[src/rtl/wlo_ctrl_unit_if.sv]
// rtl/wlo_ctrl_unit_if.sv - serial link byte handshake bundle
//   com_rxvalid/com_rxdata : received byte strobe and data (link -> unit)
//   com_txready            : transmitter can take a byte (link -> unit)
//   com_txvalid/com_txdata : transmit byte offer (unit -> link)
interface wlo_ctrl_unit_if;
  logic       com_rxvalid;
  logic [7:0] com_rxdata;
  logic       com_txready;
  logic       com_txvalid;
  logic [7:0] com_txdata;

  modport master (
    output com_rxvalid, com_rxdata, com_txready,
    input  com_txvalid, com_txdata
  );

  modport slave (
    input  com_rxvalid, com_rxdata, com_txready,
    output com_txvalid, com_txdata
  );
endinterface

[src/rtl/wlo_ctrl_unit.sv]
// rtl/wlo_ctrl_unit.sv - byte command decoder, bit-switch tables and tx return path
//   clk, rstn     : clock, asynchronous active-low reset
//   com           : serial link rx/tx byte handshake (slave side)
//   mse_data      : per-batch MSE results, captured on mse_valid strobe
//   sw_int/sw_frac: active integer/fraction switch tables, index k = b*NUM_CHAN + c
//   start         : one-cycle emulation start pulse
//   soft_rstn     : one-cycle active-low datapath reset pulse
//   busy          : unit is not idle
module wlo_ctrl_unit #(
  parameter int         NUM_CHAN  = 30,
  parameter int         NUM_BATCH = 2,
  parameter int         MSE_W     = 64,
  parameter logic [7:0] SW_INIT   = 8'h1E
) (
  input  logic                                    clk,
  input  logic                                    rstn,
  wlo_ctrl_unit_if.slave                          com,
  input  logic [NUM_BATCH-1:0][MSE_W-1:0]         mse_data,
  input  logic                                    mse_valid,
  output logic [NUM_BATCH-1:0][NUM_CHAN-1:0][7:0] sw_int,
  output logic [NUM_BATCH-1:0][NUM_CHAN-1:0][7:0] sw_frac,
  output logic                                    start,
  output logic                                    soft_rstn,
  output logic                                    busy
);
  localparam int N        = NUM_BATCH * NUM_CHAN;
  localparam int M        = NUM_BATCH * MSE_W / 8;
  localparam int IDX_RAW  = $clog2(N + 1);
  localparam int IDX_W    = (IDX_RAW < 8) ? 8 : IDX_RAW;
  localparam int LEN_MAX  = (N > M) ? N : M;
  localparam int BIDX_RAW = $clog2(LEN_MAX + 1);
  localparam int BIDX_W   = (BIDX_RAW < 8) ? 8 : BIDX_RAW;

  localparam logic [2:0] S_IDLE   = 3'd0;
  localparam logic [2:0] S_LOAD_F = 3'd1;
  localparam logic [2:0] S_LOAD_I = 3'd2;
  localparam logic [2:0] S_START  = 3'd3;
  localparam logic [2:0] S_RESET  = 3'd4;
  localparam logic [2:0] S_SEND   = 3'd5;

  localparam logic [1:0] SRC_FRAC = 2'd0;
  localparam logic [1:0] SRC_INT  = 2'd1;
  localparam logic [1:0] SRC_STAT = 2'd2;
  localparam logic [1:0] SRC_MSE  = 2'd3;

  logic [2:0]                   state;
  logic [1:0]                   src;
  logic [IDX_W-1:0]             idx;
  logic [BIDX_W-1:0]            bidx;
  logic [BIDX_W-1:0]            send_last;
  logic [N-1:0][7:0]            shadow;
  logic [N-1:0][7:0]            act_frac;
  logic [N-1:0][7:0]            act_int;
  logic [N-1:0][7:0]            commit_tbl;
  logic [NUM_BATCH*MSE_W-1:0]   snap;
  logic                         mse_pending;
  logic                         mse_overflow;
  logic [7:0]                   stat_byte;
  logic [7:0]                   tbl_byte;
  logic [7:0]                   mse_byte;
  logic                         tx_hs;
  logic                         in_mse_send;

  assign sw_frac   = act_frac;
  assign sw_int    = act_int;
  assign start     = (state == S_START);
  assign soft_rstn = (state != S_RESET);
  assign busy      = (state != S_IDLE);

  assign com.com_txvalid = (state == S_SEND);
  assign tx_hs           = (state == S_SEND) && com.com_txready;
  assign in_mse_send     = (state == S_SEND) && (src == SRC_MSE);

  // The final load byte bypasses the shadow so the whole table lands in one edge.
  always_comb begin
    commit_tbl        = shadow;
    commit_tbl[N-1]   = com.com_rxdata;
  end

  always_comb begin
    tbl_byte = 8'h00;
    for (int k = 0; k < N; k++)
      if (bidx == BIDX_W'(k))
        tbl_byte = (src == SRC_INT) ? act_int[k] : act_frac[k];
    mse_byte = 8'h00;
    for (int j = 0; j < M; j++)
      if (bidx == BIDX_W'(j))
        mse_byte = snap[j*8 +: 8];
  end

  // Status is latched at command decode so the offered byte cannot change while stalled.
  always_comb begin
    com.com_txdata = 8'h00;
    if (state == S_SEND) begin
      case (src)
        SRC_STAT: com.com_txdata = stat_byte;
        SRC_MSE:  com.com_txdata = mse_byte;
        default:  com.com_txdata = tbl_byte;
      endcase
    end
  end

  always_ff @(posedge clk or negedge rstn) begin
    if (!rstn) begin
      state     <= S_IDLE;
      src       <= SRC_FRAC;
      idx       <= '0;
      bidx      <= '0;
      send_last <= '0;
      stat_byte <= 8'h00;
      for (int k = 0; k < N; k++) begin
        shadow[k]   <= SW_INIT;
        act_frac[k] <= SW_INIT;
        act_int[k]  <= SW_INIT;
      end
    end else begin
      case (state)
        S_IDLE: begin
          idx  <= '0;
          bidx <= '0;
          if (com.com_rxvalid) begin
            case (com.com_rxdata)
              8'h01: state <= S_START;
              8'h02: state <= S_LOAD_F;
              8'h03: state <= S_LOAD_I;
              8'h04: state <= S_RESET;
              8'h05: begin
                state     <= S_SEND;
                src       <= SRC_FRAC;
                send_last <= BIDX_W'(N - 1);
              end
              8'h06: begin
                state     <= S_SEND;
                src       <= SRC_INT;
                send_last <= BIDX_W'(N - 1);
              end
              8'h07: begin
                state     <= S_SEND;
                src       <= SRC_STAT;
                send_last <= '0;
                stat_byte <= {mse_pending, mse_overflow, 6'(NUM_BATCH)};
              end
              default: state <= S_IDLE;
            endcase
          end else if (mse_pending) begin
            state     <= S_SEND;
            src       <= SRC_MSE;
            send_last <= BIDX_W'(M - 1);
          end
        end
        S_LOAD_F, S_LOAD_I: begin
          if (com.com_rxvalid) begin
            for (int k = 0; k < N; k++)
              if (idx == IDX_W'(k)) shadow[k] <= com.com_rxdata;
            if (idx == IDX_W'(N - 1)) begin
              if (state == S_LOAD_F) act_frac <= commit_tbl;
              else                   act_int  <= commit_tbl;
              idx   <= '0;
              state <= S_IDLE;
            end else begin
              idx <= idx + 1'b1;
            end
          end
        end
        S_SEND: begin
          if (tx_hs) begin
            if (bidx == send_last) begin
              bidx  <= '0;
              state <= S_IDLE;
            end else begin
              bidx <= bidx + 1'b1;
            end
          end
        end
        default: state <= S_IDLE;
      endcase
    end
  end

  // A result arriving while the snapshot is on the wire is dropped but flagged,
  // and pending is re-armed so the interrupted snapshot is sent again in full.
  always_ff @(posedge clk or negedge rstn) begin
    if (!rstn) begin
      snap         <= '0;
      mse_pending  <= 1'b0;
      mse_overflow <= 1'b0;
    end else begin
      if (tx_hs && (src == SRC_STAT))
        mse_overflow <= 1'b0;
      if (mse_valid) begin
        mse_pending <= 1'b1;
        if (in_mse_send) mse_overflow <= 1'b1;
        else             snap         <= mse_data;
      end else if (tx_hs && in_mse_send && (bidx == '0)) begin
        mse_pending <= 1'b0;
      end
    end
  end
endmodule

[src/flat_wrapper.sv]
// flat-port wrapper written by rule: the top's interface ports become plain ports
module wlo_ctrl_unit_flat 
#(
  parameter int         NUM_CHAN  = 30,
  parameter int         NUM_BATCH = 2,
  parameter int         MSE_W     = 64,
  parameter logic [7:0] SW_INIT   = 8'h1E
)
  (clk, rstn, mse_data, mse_valid, sw_int, sw_frac, start, soft_rstn, busy, com_com_rxvalid, com_com_rxdata, com_com_txready, com_com_txvalid, com_com_txdata);
  wlo_ctrl_unit_if com_i ();
  input  logic clk;
  input  logic rstn;
  input  logic [NUM_BATCH-1:0][MSE_W-1:0] mse_data;
  input  logic mse_valid;
  output logic [NUM_BATCH-1:0][NUM_CHAN-1:0][7:0] sw_int;
  output logic [NUM_BATCH-1:0][NUM_CHAN-1:0][7:0] sw_frac;
  output logic start;
  output logic soft_rstn;
  output logic busy;
  input wire logic [$bits(com_i.com_rxvalid)-1:0] com_com_rxvalid;
  input wire logic [$bits(com_i.com_rxdata)-1:0] com_com_rxdata;
  input wire logic [$bits(com_i.com_txready)-1:0] com_com_txready;
  output wire logic [$bits(com_i.com_txvalid)-1:0] com_com_txvalid;
  output wire logic [$bits(com_i.com_txdata)-1:0] com_com_txdata;
  assign com_i.com_rxvalid = com_com_rxvalid;
  assign com_i.com_rxdata = com_com_rxdata;
  assign com_i.com_txready = com_com_txready;
  assign com_com_txvalid = com_i.com_txvalid;
  assign com_com_txdata = com_i.com_txdata;
  wlo_ctrl_unit #(.NUM_CHAN(NUM_CHAN), .NUM_BATCH(NUM_BATCH), .MSE_W(MSE_W), .SW_INIT(SW_INIT)) u_core (.clk(clk), .rstn(rstn), .com(com_i), .mse_data(mse_data), .mse_valid(mse_valid), .sw_int(sw_int), .sw_frac(sw_frac), .start(start), .soft_rstn(soft_rstn), .busy(busy));
endmodule
[config.mk]
export PLATFORM = sky130hd
export DESIGN_NAME = wlo_ctrl_unit_flat
export DESIGN_NICKNAME = d
export VERILOG_FILES = /design/src/rtl/wlo_ctrl_unit_if.sv /design/src/rtl/wlo_ctrl_unit.sv /design/src/flat_wrapper.sv
export SDC_FILE = /design/constraint.sdc
export NUM_CORES = 2
export LEC_CHECK = 0
export ABC_CLOCK_PERIOD_IN_PS = 7110
export CELL_PAD_IN_SITES_DETAIL_PLACEMENT = 0
export CELL_PAD_IN_SITES_GLOBAL_PLACEMENT = 1
export CORE_AREA = 2 2 431 433
export CTS_CLUSTER_DIAMETER = 200
export DETAILED_ROUTE_END_ITERATION = 10
export DIE_AREA = 0 0 433 435
export MAX_ROUTING_LAYER = met4
export PLACE_DENSITY_LB_ADDON = 0.1
export SYNTH_ARGS = -nofsm -noshare
export SYNTH_HDL_FRONTEND = slang
export SYNTH_SLANG_ARGS = --single-unit
export TNS_END_PERCENT = 20
[constraint.sdc]
create_clock -name clk -period 7.11 [get_ports clk]
set_clock_uncertainty 0.2 [all_clocks]
set_input_delay 0.711 -clock clk [delete_from_list [all_inputs] [get_ports clk]]
set_output_delay 0.711 -clock clk [all_outputs]
set_load 0.005 [all_outputs]
* Word level (Yosys, flattened, before mapping) *
Index checks and enable logic that the tools add are counted.
Widths: inputs -> output; s select.

word-level totals
  flip-flop bits (word level) = 1594
  bits of input ports = 141
  output and inout port bits = 972
  word-level logic and storage cells = 580

operators by class
  $add $sub $neg = 2
  equality and inequality tests = 141
  multiplexer cells = 163
  bitwise gates (word level) = 2
  reduce and logical (&&, ||, !) cells = 84

operator list
  kind                 count
  $mux 8               143
  $eq 8x6->1 const B   56
  $eq 8x5->1 const B   32
  $reduce_and 3->1     62
  $eq 8x4->1 const B   16
  $eq 8x3->1 const B   12
  $pmux 8 s2           4
  $eq 8x2->1 const B   6
  $eq 8x1->1 const B   3
  $mux 3               6
  $add 8x1->8 const B  2
  $logic_not 8->1      2
  $pmux 3 s5           1
  $pmux 3 s3           1
  $eq 8x8->1           1
  $reduce_and 4->1     2
  $reduce_bool 2->1    4
  $eq 3x2->1 const B   2
  $ne 2x1->1 const B   3
  $ne 3x2->1 const B   2
  $pmux 2 s3           1
  $reduce_and 2->1     3
  $logic_and 1x1->1    5
  $mux 1               5
  14 further kinds     18

* Logic depth before layout (Yosys ltp) *
  depth after elaboration = 64
  gate-level depth with buffers = 14
  depth with buffers taken out = 11

* Worst setup path after synthesis *
OpenSTA, ideal clock, no wires.

  kind = register to output
  start point = reg u_core.bidx[0]
  end point = out com_com_txdata[4]
  arrival time = 2766 ps
  data required time = 6199 ps
  slack = 3433 ps
  stages on the path, launching flop included = 14
  path buffers = 2
  cell sequence = dfrtp_1 -> inv_1 -> ha_1 -> clkbuf_1 -> or3b_2 -> buf_2 -> nand2_1 -> o22ai_1 -> a2111oi_0 -> o221ai_1 -> a211oi_1 -> nor2_1 -> o31ai_1 -> nand3_1

between the ends
  cells in the longest elaborated chain, start to end = 63
  elaborated cells on any way between the ends = 138
  those cells by class = eq/ne: 59; mux: 78; reduce/logical: 1

ends and longest elaborated chain
  what                    line                                      text
  from (decl)             wlo_ctrl_unit.sv:49                       logic [BIDX_W-1:0] bidx;
  from (signal assigned)  wlo_ctrl_unit.sv:171                      bidx <= bidx + 1'b1;
  $logic_not 8->1         wlo_ctrl_unit.sv:83, wlo_ctrl_unit.sv:87
  $mux 8 (60 in series)   wlo_ctrl_unit.sv:83                       if (bidx == BIDX_W'(k))
  $pmux 8 s2 (*)          wlo_ctrl_unit.sv:95                       case (src)
  $mux 8 (*)              wlo_ctrl_unit.sv:94                       if (state == S_SEND) begin
  to (decl)               flat_wrapper.sv:24                        output wire logic [$bits(com_i.com_txdata)-1:0] com_com_txdata;

Every way passes the cells marked *; elsewhere a longest branch is shown, timed or not.

* Worst setup path in the final report *
  start point = reg u_core.bidx[0]
  end point = out com_com_txdata[1]

Same word-level chain as after synthesis.

==> results by group <==
CTS
  – Max clock buf depth: 3
  – CTS Buf Count: roughly 180
  – H-tree levels: 4
  – CTS tree: built
  – CTS sink count: between 1500 and 2000
  – Skew-Pair Late Insertion Delay: about 0.85 ns
  – Worst-path clk slew: roughly 0.060 ns
  – Clock root buffer: clkbuf_16

Place
  – Place WS: -0.0606 ns
  – Placed cell count: around 9000
  – Placer Congestion: around 0.99
  – # port buffers: 1112
  – Hpwl dp: roughly 250000 µm

Setup path
  – Critical Path AT: 6.27 ns
  – R2R setup slack: 3.05 ns
  – Critical-path maximum fanout: 14
  – Cell repeated most along the worst path: o21ai_0
  – Worst path top cell family by delay: compound AO/OA/AOI/OAI gates
  – Worst setup SP type: flop
  – Worst path cell trace: inv_1 -> ha_1 -> and3_1 -> nand2_1 -> o21ai_0 -> a21oi_1 -> o21ai_0 -> o21ai_0 -> a31oi_1 -> o21ai_0 -> a211oi_4 -> clkdlybuf4s50_1
  – Worst Setup Path Type: reg -> out
  – Crit-path max cell delay: approximately 0.95 ns
  – Slowest cell on crit path: and3_1
  – Crit end category: output pin
  – Crit path required time: around 6.2 ns
  – CP bufs+invs: 2

Final layout
  – Fin cells: 9440
  – Most frequent cells in the layout: mux2_2 (1550), clkdlybuf4s50_1 (1103), dfrtp_1 (869)
  – Sequential cell area: between 40000 and 50000 µm²
  – Area of the multi-input gates: 29800 µm²
  – Fill cell count: around 16000
  – Nets: a little under 7000
  – Share of post-route cells with drive strength above 1: just over 40%
  – Area grow syn2layout: 28.9%
  – Most common cell after layout, fill and taps aside: mux2_2

Floorplanning
  – Num rows: 158
  – Die Area: around 190000 µm²
  – Placeable Area: around 180000 µm²
  – Die W: around 430 µm
  – Die Ht: roughly 440 µm
  – I/O pins: roughly 1100
  – Starting Density: around 40%

Timing
  – Final hold violations: 0
  – Final Cycle Share: 101%
  – Worst hold slack: 0.231 ns
  – Fin crit period: ~7.2 ns
  – Unrepaired setup endpoints after global routing: false
  – Tightest Pin Transition: 1.32 ns
  – Rel. slew slack: 9.77%
  – Setup violators final: 2
  – Max Fclk: 139 MHz
  – Final worst slack: -0.0661 ns
  – Fin. max-slew vios: 0

Synthesis
  – Avg Inst Size Synth: ~13 µm²
  – Yosys top cell area share: 30.4%
  – Yosys reg bits: 1589
  – Post-synth EDFFs: 0
  – Syn. warnings: 0
  – Syn Nets: just under 6000
  – Post-synthesis sequential area ratio: 56.6%
  – Post-Syn Instances: about 5700
  – Synth area leaders: dfrtp_1 (30%), dfstp_2 (26%), mux2_2 (24%)
  – Cell taking the most area after synthesis: dfrtp_1
  – Synth async-reset ratio: 100%
  – Count of different cell masters after synthesis: roughly 80
  – Top FF cell, synth: dfrtp_1
  – Post-Syn Area: between 70000 and 80000 µm²

Route
  – DR DRC count: 0
  – First-pass DRT Iterations: 8
  – Final WL: 343000 µm
  – Drt via density: between 5 and 6
  – DR iter-0 viols: roughly 5700
  – Antenna viol nets, final: 0
  – Via count: 55677
  – DR WL/cell: 36.3 µm

GRT
  – First-pass GRT wire length: ~470000 µm
  – Initial antenna violation count: 22
  – Vias in the first global route: around 56000
  – Top Usage Layer GRT: met2
  – Grt ovf: 0
  – Grt met1 use: roughly 46%
  – M2 GR Usage: a little under three fifths
  – GRT Total Usage: a little under two fifths
  – Met3 global-route usage: approximately 7%
  – Largest net degree at the start of global routing: 161

Hold path
  – Type of the most critical hold path: in -> reg

Power and ir drop
  – Sw power: ~5.7 mW
  – Sequential share of power: around 45%
  – Leak pwr: between 30 and 40 nW
  – Logic gate share of total power: between 10 and 15%
  – Clock share of power: 44.9%
  – Worst VDD drop: ~210 µV
  – Sw frac: 26.3%
  – Cell-internal power: 15.9 mW
  – Pwr dens: ~230 nW/µm²

Status
  – Failing checks: negative setup slack
  – Status: complete, but fails checks

Job
  – MaxCap Viol Count: 0
## power groups by stage
stage	sequential [mW]	combinational, mW	clock, mW
CTS	9.71	2.17	9.84
global placement	9.85	2.13	0
floorplan	9.73	1.04	0
global route	9.76	2.29	10.2
detailed placement	9.86	2.15	0
finish	9.73	2.20	9.71
## metal layers
layer	wire length (µm)	up-vias	share of wire [%]
met5	0	-	0
met4	23500	0	6.9
met3	23900	642	7.0
met2	156000	2562	46
met1	139000	29624	41
li1	-	22849	-
## per-stage QoR
step                      util [%]  power, mW   TNS, ns  area [µm²]
after global placement        47.0       12.0    -0.103       86400
final                         50.4       21.6    -0.128       92700
after global routing          50.4       22.3         0       92700
after CTS                     50.3       21.7  -0.00886       92700
after floorplan                  -       10.8         0       71900
after detailed placement      47.0       12.0   -0.0606       86400
## final cells by class
cell class | instances | share of cell area [%]
diodes | 8 | 0.0216
clock buffers | 291 | 5.84
clock inverters | 46 | 0.763
inverters | 12 | 0.0486
multi-input cells | 3715 | 32.2
flip-flops and latches | 1589 | 43.9
well taps | 2480 | 3.35
repair buffers | 1299 | 13.9
## synth_stat cells (all sizes together) (32+ instances only)
library cell and instances:
o22ai 44, a21oi 195, nand2 701, a31oi 93, dfstp 716, nor2 190, o221ai 32, mux2i 188
nor3 45, dfrtp 873, clkbuf 256, buf 122, mux2 1550, nand3 104, o21ai 185
## timing repair
| item | CTS | global route |
|---|---|---|
| gates cloned | 0 | 0 |
| setup endpoints to repair | 6 | 5 |
| buffers inserted | 1 | 0 |
| gates resized for setup | 16 | 6 |
| hold endpoints to repair | 61 | 0 |
| hold buffers | 1 | 0 |
| pin swaps | 2 | 0 |
## cell families after synthesis
group	synth area share [%]
adders and majority gates	0.139
DFF	56.6
xor gates and xnor gates	0.0244
muxes	26.9
and+or+nand+nor	7.29
AOI/OAI and AO/OA	6.82
buffers and inverters	2.28
## path summary, 6_finish.rpt
path | to | start | cells after the start
worst max-delay path | com_com_txdata[1] | u_core.bidx[0]$_DFFE_PN0P_ | 12
worst min-delay path | u_core.commit_tbl[53]$_DFFE_PN0P_ | com_com_rxdata[5] | 2
worst max register to register | u_core.snap[101]$_DFFE_PN0P_ | u_core.state[2]$_DFFE_PN0P_ | 7
worst min register to register | u_core.stat_byte[1]$_DFFE_PN0P_ | u_core.stat_byte[1]$_DFFE_PN0P_ | 1
max in group asynchronous | u_core.sw_frac[0]$_DFFE_PN0P_ | rstn | 4
min in group asynchronous | u_core.sw_int[357]$_DFFE_PN0P_ | rstn | 2
## registers in the layout, summed over array words and instances (netlist names)
register             count
u_core.mse_overflow      1
u_core.idx               8
u_core.state             3
u_core.sw_frac         480
u_core.stat_byte         3
u_core.mse_pending       1
u_core.snap            128
u_core.bidx              8
u_core.send_last         3
u_core.src               2
u_core.commit_tbl      472
u_core.sw_int          480
Power figures use the tool's default switching activity.
